$ cat src/rtl/gray_code_generator.sv
// Streaming Gray-code source with valid/ready output, preload, start/stop
// and optional one-shot wrap termination.
module gray_code_generator #(
    parameter int WIDTH    = 4,
    parameter bit ONE_SHOT = 1'b0
) (
    input  logic             clk,
    input  logic             rst,
    input  logic             start,
    input  logic             stop,
    input  logic             up_dn,
    input  logic             load,
    input  logic [WIDTH-1:0] load_val,
    output logic [WIDTH-1:0] G,
    output logic             g_valid,
    input  logic             g_ready,
    output logic             busy,
    output logic             wrap
);

    typedef enum logic {
        IDLE = 1'b0,
        RUN  = 1'b1
    } state_t;

    localparam logic [WIDTH-1:0] ONE  = WIDTH'(1);
    localparam logic [WIDTH-1:0] MAXV = '1;

    state_t           state;
    state_t           state_nxt;
    logic [WIDTH-1:0] bin;
    logic [WIDTH-1:0] bin_nxt;
    logic             xfer;
    logic             wrap_nxt;

    assign xfer     = (state == RUN) && g_ready;
    assign wrap_nxt = xfer && (up_dn ? (bin == MAXV) : (bin == '0));

    always_ff @(posedge clk or posedge rst) begin
        if (rst) begin
            state <= IDLE;
        end else begin
            state <= state_nxt;
        end
    end

    // stop dominates start; one-shot treats the wrapping transfer as a stop
    always_comb begin
        state_nxt = state;
        unique case (state)
            IDLE: begin
                if (start && !stop) begin
                    state_nxt = RUN;
                end
            end
            RUN: begin
                if (stop || (ONE_SHOT && wrap_nxt)) begin
                    state_nxt = IDLE;
                end
            end
        endcase
    end

    always_comb begin
        bin_nxt = bin;
        if ((state == IDLE) && load) begin
            bin_nxt = load_val;
        end else if (xfer) begin
            bin_nxt = up_dn ? (bin + ONE) : (bin - ONE);
        end
    end

    // G is loaded on the same edge as bin so it always equals gray(bin)
    always_ff @(posedge clk or posedge rst) begin
        if (rst) begin
            bin  <= '0;
            G    <= '0;
            wrap <= 1'b0;
        end else begin
            bin  <= bin_nxt;
            G    <= bin_nxt ^ (bin_nxt >> 1);
            wrap <= wrap_nxt;
        end
    end

    always_comb begin
        g_valid = (state == RUN);
        busy    = (state == RUN);
    end

endmodule

$ cat config.mk
export PLATFORM = sky130hd
export DESIGN_NAME = gray_code_generator
export DESIGN_NICKNAME = d
export VERILOG_FILES = /design/src/rtl/gray_code_generator.sv
export SDC_FILE = /design/constraint.sdc
export NUM_CORES = 1
export LEC_CHECK = 0
export CAP_MARGIN = 20
export CORE_UTILIZATION = 40
export CTS_BUF_LIST = sky130_fd_sc_hd__clkbuf_8 sky130_fd_sc_hd__clkbuf_16
export CTS_CLUSTER_DIAMETER = 60
export DETAILED_ROUTE_END_ITERATION = 12
export DONT_BUFFER_PORTS = 1
export HOLD_SLACK_MARGIN = 0.02
export MAX_ROUTING_LAYER = met4
export PLACE_DENSITY = 0.65
export SLEW_MARGIN = 40
export SYNTH_ARGS = -nofsm -noshare
export SYNTH_HDL_FRONTEND = slang
export SYNTH_SLANG_ARGS = --single-unit
$ cat constraint.sdc
create_clock -name clk -period 6 [get_ports clk]
set_clock_uncertainty 0.2 [all_clocks]
set_input_delay 0.9 -clock clk [delete_from_list [all_inputs] [get_ports clk]]
set_output_delay 0.9 -clock clk [all_outputs]
set_load 0.01 [all_outputs]
Yosys cells after proc, flatten, opt, wreduce, memory -nomap -nowiden
Index checks and enable logic that the tools add are counted.
- div/mod/pow operators: 0
- multiply operators: 0
- $add $sub $neg: 2
- eq/ne operators: 1
- reduce and logical (&&, ||, !) cells: 6
- order comparisons: 0
- muxes and demuxes: 7
- bitwise gates (word level): 2
- shifts and indexed selects: 0
- operators with widths (cell ; number):
    two-way mux 4 bit ; 3
    adder 4 x 1 -> 4 bit, second input constant ; 1
    equality test 4 bit, second input constant ; 1
    logical AND 1 bit ; 4
    logical NOT 4 bit ; 1
    subtractor 4 x 1 -> 4 bit, second input constant ; 1
    XOR 4 x 3 -> 4 bit ; 1
    two-way mux 1 bit ; 3
    case mux 1 bit (2 select lines) ; 1
    logical NOT 1 bit ; 1
    NOT 1 bit ; 1
- bits in read-only memories: 0
- latch bits: 0
- memory bits (writable): 0
- bits of input ports: 11
- memories: 0
- output and inout port bits: 7
- word-level logic and storage cells: 22
- register bits: 10

Longest topological paths before layout
- word-level depth: 5
- gate-level depth with buffers: 7
- mapped depth without buffers: 7

Worst setup path before layout
No wires, ideal clock.
- kind: input-to-reg
- start: in up_dn
- end: reg G[2]
- required time: 5.667 ns
- data arrival time: 2.207 ns
- slack: 3.461 ns
- path buffers: 0
- stages on the path: 7
- cells stage by stage: inv_1 -> ha_1 -> a21oi_1 -> a2111oi_2 -> a2111oi_4 -> nand2_2 -> xnor2_1
- longest elaborated chain between the ends: 4
- RTL lines (item ; RTL line ; RTL):
    start: declaration ; 11 ; input logic up_dn,
    two-way mux 4 bit ; 69 ; bin_nxt = up_dn ? (bin + ONE) : (bin - ONE);
    two-way mux 4 bit ; 68 ; end else if (xfer) begin
    two-way mux 4 bit ; 66 ; if ((state == IDLE) && load) begin
    named net bin_nxt[3] ; 32 ; logic [WIDTH-1:0] bin_nxt;
    XOR 4 x 3 -> 4 bit ; 81 ; G <= bin_nxt ^ (bin_nxt >> 1);
    end signal: assignment ; 81 ;
    end: declaration ; 14 ; output logic [WIDTH-1:0] G,
The timed path passes the listed nets, and every way through them passes these cells.

Worst setup path after layout
Same ends and word-level chain as after synthesis.

==> impl_metrics.ini <==
[power_and_ir_drop]
power.share.combinational_pct = 26.9
clkPwrFrac_pct = 29.2
power.density_nw_per_um2 = 370
switching_share_pct = 33.9
netSwitchingPower_mw = 0.0780
ir_drop_uv = 177
power_report.internal_total_mw = 0.152
cellLeakagePower_nw = 0.263
p_seq_share_pct = 43.8

[cells_and_area]
nNetsFinal = 69
relative_area_change_from_synthesis_to_final_layout_pct = 6.44
final_layout_size_suffix_gt1_share_pct = 24.1
area.sequential_um2 = 225
fill_cells = 131
final_common_cell = sky130_fd_sc_hd__dfrtp_1
fin_area_um2 = 621
combined_area_of_the_multi_input_logic_cells_um2 = 313
layout.cells.most_common_list = sky130_fd_sc_hd__dfrtp_1, sky130_fd_sc_hd__inv_1
antenna_cells = 0

[synth]
number_of_nets_produced_by_synthesis = 67
muxShareOfSynthArea_pct = 0
yosys.area.top_type = sky130_fd_sc_hd__dfrtp_1
postSynthAreaPerCell_um2 = 11.0
yosys_register_bits = 9
post_synth_instance_area_um2 = 583
synth-warning-count = 0
synth_top_area_share_pct = 38.6
synth_compound_area_share_pct = 19.3
synth_top_family_by_area = compound AO/OA/AOI/OAI gates
synth_sequential_area_ratio_pct = 38.6
synthAdderAreaFrac_pct = 7.73
ys_top_cells_by_area = sky130_fd_sc_hd__dfrtp_1, sky130_fd_sc_hd__a2111oi_4, sky130_fd_sc_hd__xnor2_1, sky130_fd_sc_hd__ha_1, sky130_fd_sc_hd__fa_1
yosysUniqueCellTypes = 29
post_synth_inst_count = 53
synth_xor_area_share_pct = 7.51
synth_simple_gate_area_share_pct = 19.1

[clock_tree]
cts-buffers-inserted = 3
cts_hold_buffers = 0
post_cts_resized = 0
h_tree_level_count = 1
cts_tree = done
number_of_buffers_added_for_setup_after_cts = 0
clk_path_buf_depth = 2
cts_root_buf = sky130_fd_sc_hd__clkbuf_8
clk-insertion-delay-late_ns = 0.23
cts_sinks = 9
clkSlewWorstSetupHoldPaths_ns = 0.04

[status]
run_status = completed

[sta]
final_max_slew_viol_count = 0
worst-slew-pin-transition_ns = 0.438
setup_ws_ns = 3.53
timing.final.crit_share_pct = 41.1
timing.final.setup_violations = 0
hold_violations = 0
setup_tns_ns = 0
max_clock_freq_mhz = 405
rsz0062_at_grt = false
post-route-min-period_ns = 2.47
worst_slew_margin_relative_to_its_limit_pct = 70.8

[placement]
gp_congestion = 0.814
placed_wire_length_estimate_um = 784
place_worst_setup_slack_ns = 3.31
placement.cell_area_um2 = 576
port-buffer-count = 0

[route]
post_drt_via_cell_ratio = 5.68
drt-wirelength-per-cell_um = 14.1
totalWireLength_um = 976
routed_via_count = 392
first_pass_iters = 4
drc_violation_total_after_the_first_tritonroute_iteration = 5
route.antenna.remaining_nets = 0
post-route-drc-count = 0

[critical_path]
critical_path_required_ns = 5.90
reg2reg_depth = 6
arrival_ns = 2.37
setup.reg_to_reg.worst_slack_ns = 3.88
crit_path_max_fanout = 6
critPathLaunchType = input pin
r2r_end = G[2]$_DFF_PP0_
timing.rr.start = bin[2]$_DFF_PP0_
critical_path.endpoint_type = register
criticalPathCategory = input pin to register

[die]
core-area_um2 = 1330
ios = 18
initial_utilization_pct = 43.7
floorplan.die.height_um = 40.2
die_area_um2 = 1610
number_of_placement_rows = 13
die_width_um = 40.2

[global_routing]
grt_max_degree = 10
global_route.overflow_total = 0
antenna_violations_before_repair = 0
grt_pass1_vias = 348
global_route_wire_length_before_repair_um = 1500
grt_usage_pct = 15.5

[worst_hold_path]
hold_path_class = input pin to async pin

[run]
cap_viol_max_count = 0
-- power by group through the flow --
| stage | logic, mW | clock network [mW] | registers (mW) |
|---|---|---|---|
| after floorplan | 0.0606 | 0 | 0.0955 |
| after global placement | 0.0600 | 0 | 0.101 |
| after detailed placement | 0.0626 | 0 | 0.102 |
| after CTS | 0.0629 | 0.0687 | 0.101 |
| after global routing | 0.0696 | 0.0736 | 0.105 |
| final | 0.0619 | 0.0672 | 0.101 |
-- critical path, stage by stage --
cell                        delay (ns)
sky130_fd_sc_hd__inv_1            0.08
sky130_fd_sc_hd__ha_1             0.36
sky130_fd_sc_hd__a21oi_1          0.34
sky130_fd_sc_hd__a2111oi_2        0.15
sky130_fd_sc_hd__a2111oi_4        0.31
sky130_fd_sc_hd__nand2_2          0.10
sky130_fd_sc_hd__xnor2_1          0.13
-- registers in the layout, summed over array words and instances (netlist names) --
name  flops
bin       3
G         4
busy      1
wrap      1
-- area by class of cell --
class / instances / share of cell area, %
sequential: 9 / 36.3
multi-input combinational: 36 / 50.4
tap: 15 / 3.02
clock buffer: 3 / 6.65
clock inverter: 1 / 0.605
inverter: 5 / 3.02
-- Yosys cell counts, drive strengths merged --
cell and count:
nor4bb 1, and3 2, nand2 4, a32o 1, xnor2 3, and2 1, nand3 2, nor4 1
o21ai 1, a2111oi 2, xor2 2, dfrtp 9, ha 2, buf 3, a22oi 1, nor2b 1
fa 1, nor2 3, a221oi 1, a21oi 5, inv 5, nor3 1, nand4b 1
-- kinds of logic (layout without fill, tap and decap cells) --
kind of cell | Yosys count | in the layout
simple gates | 17 | 17
compound gates | 11 | 11
fa+ha+maj | 3 | 3
xor+xnor | 5 | 5
flops | 9 | 9
buf+inv | 8 | 9
-- worst max-delay path by stage --
stage               depth (start not counted)  start              to  slack [ns]
finish                                      7  up_dn  G[2]$_DFF_PP0_        3.53
detailed placement                          7  up_dn  G[2]$_DFF_PP0_        3.31
CTS                                         7  up_dn  G[2]$_DFF_PP0_        3.54
global route                                7  up_dn  G[2]$_DFF_PP0_        3.43
floorplan                                   7  up_dn  G[2]$_DFF_PP0_        3.46
global placement                            7  up_dn  G[2]$_DFF_PP0_        3.34
-- metal layers --
| metal | vias up | wire [um] | track usage (%) |
|---|---|---|---|
| met5 | - | 0 | - |
| met4 | 0 | 8 | 3.33 |
| met3 | 3 | 127 | 11.7 |
| met2 | 29 | 454 | 21.0 |
| met1 | 174 | 385 | 18.3 |
| li1 | 186 | - | - |
-- metrics by stage --
| stage | total power [mW] | instances | hold slack, ns | util [%] |
|---|---|---|---|---|
| 3_5_place_dp | 0.164 | 65 | 0.406 | 43.2 |
| 4_1_cts | 0.233 | 69 | 0.316 | 46.5 |
| 2_1_floorplan | 0.156 | 53 | 0.337 | - |
| 5_1_grt | 0.248 | 69 | 0.342 | 46.5 |
| 3_3_place_gp | 0.161 | 65 | 0.394 | 43.2 |
| 6_report | 0.230 | 69 | 0.309 | 46.5 |
Note: power is estimated with default switching activity, not from simulation.
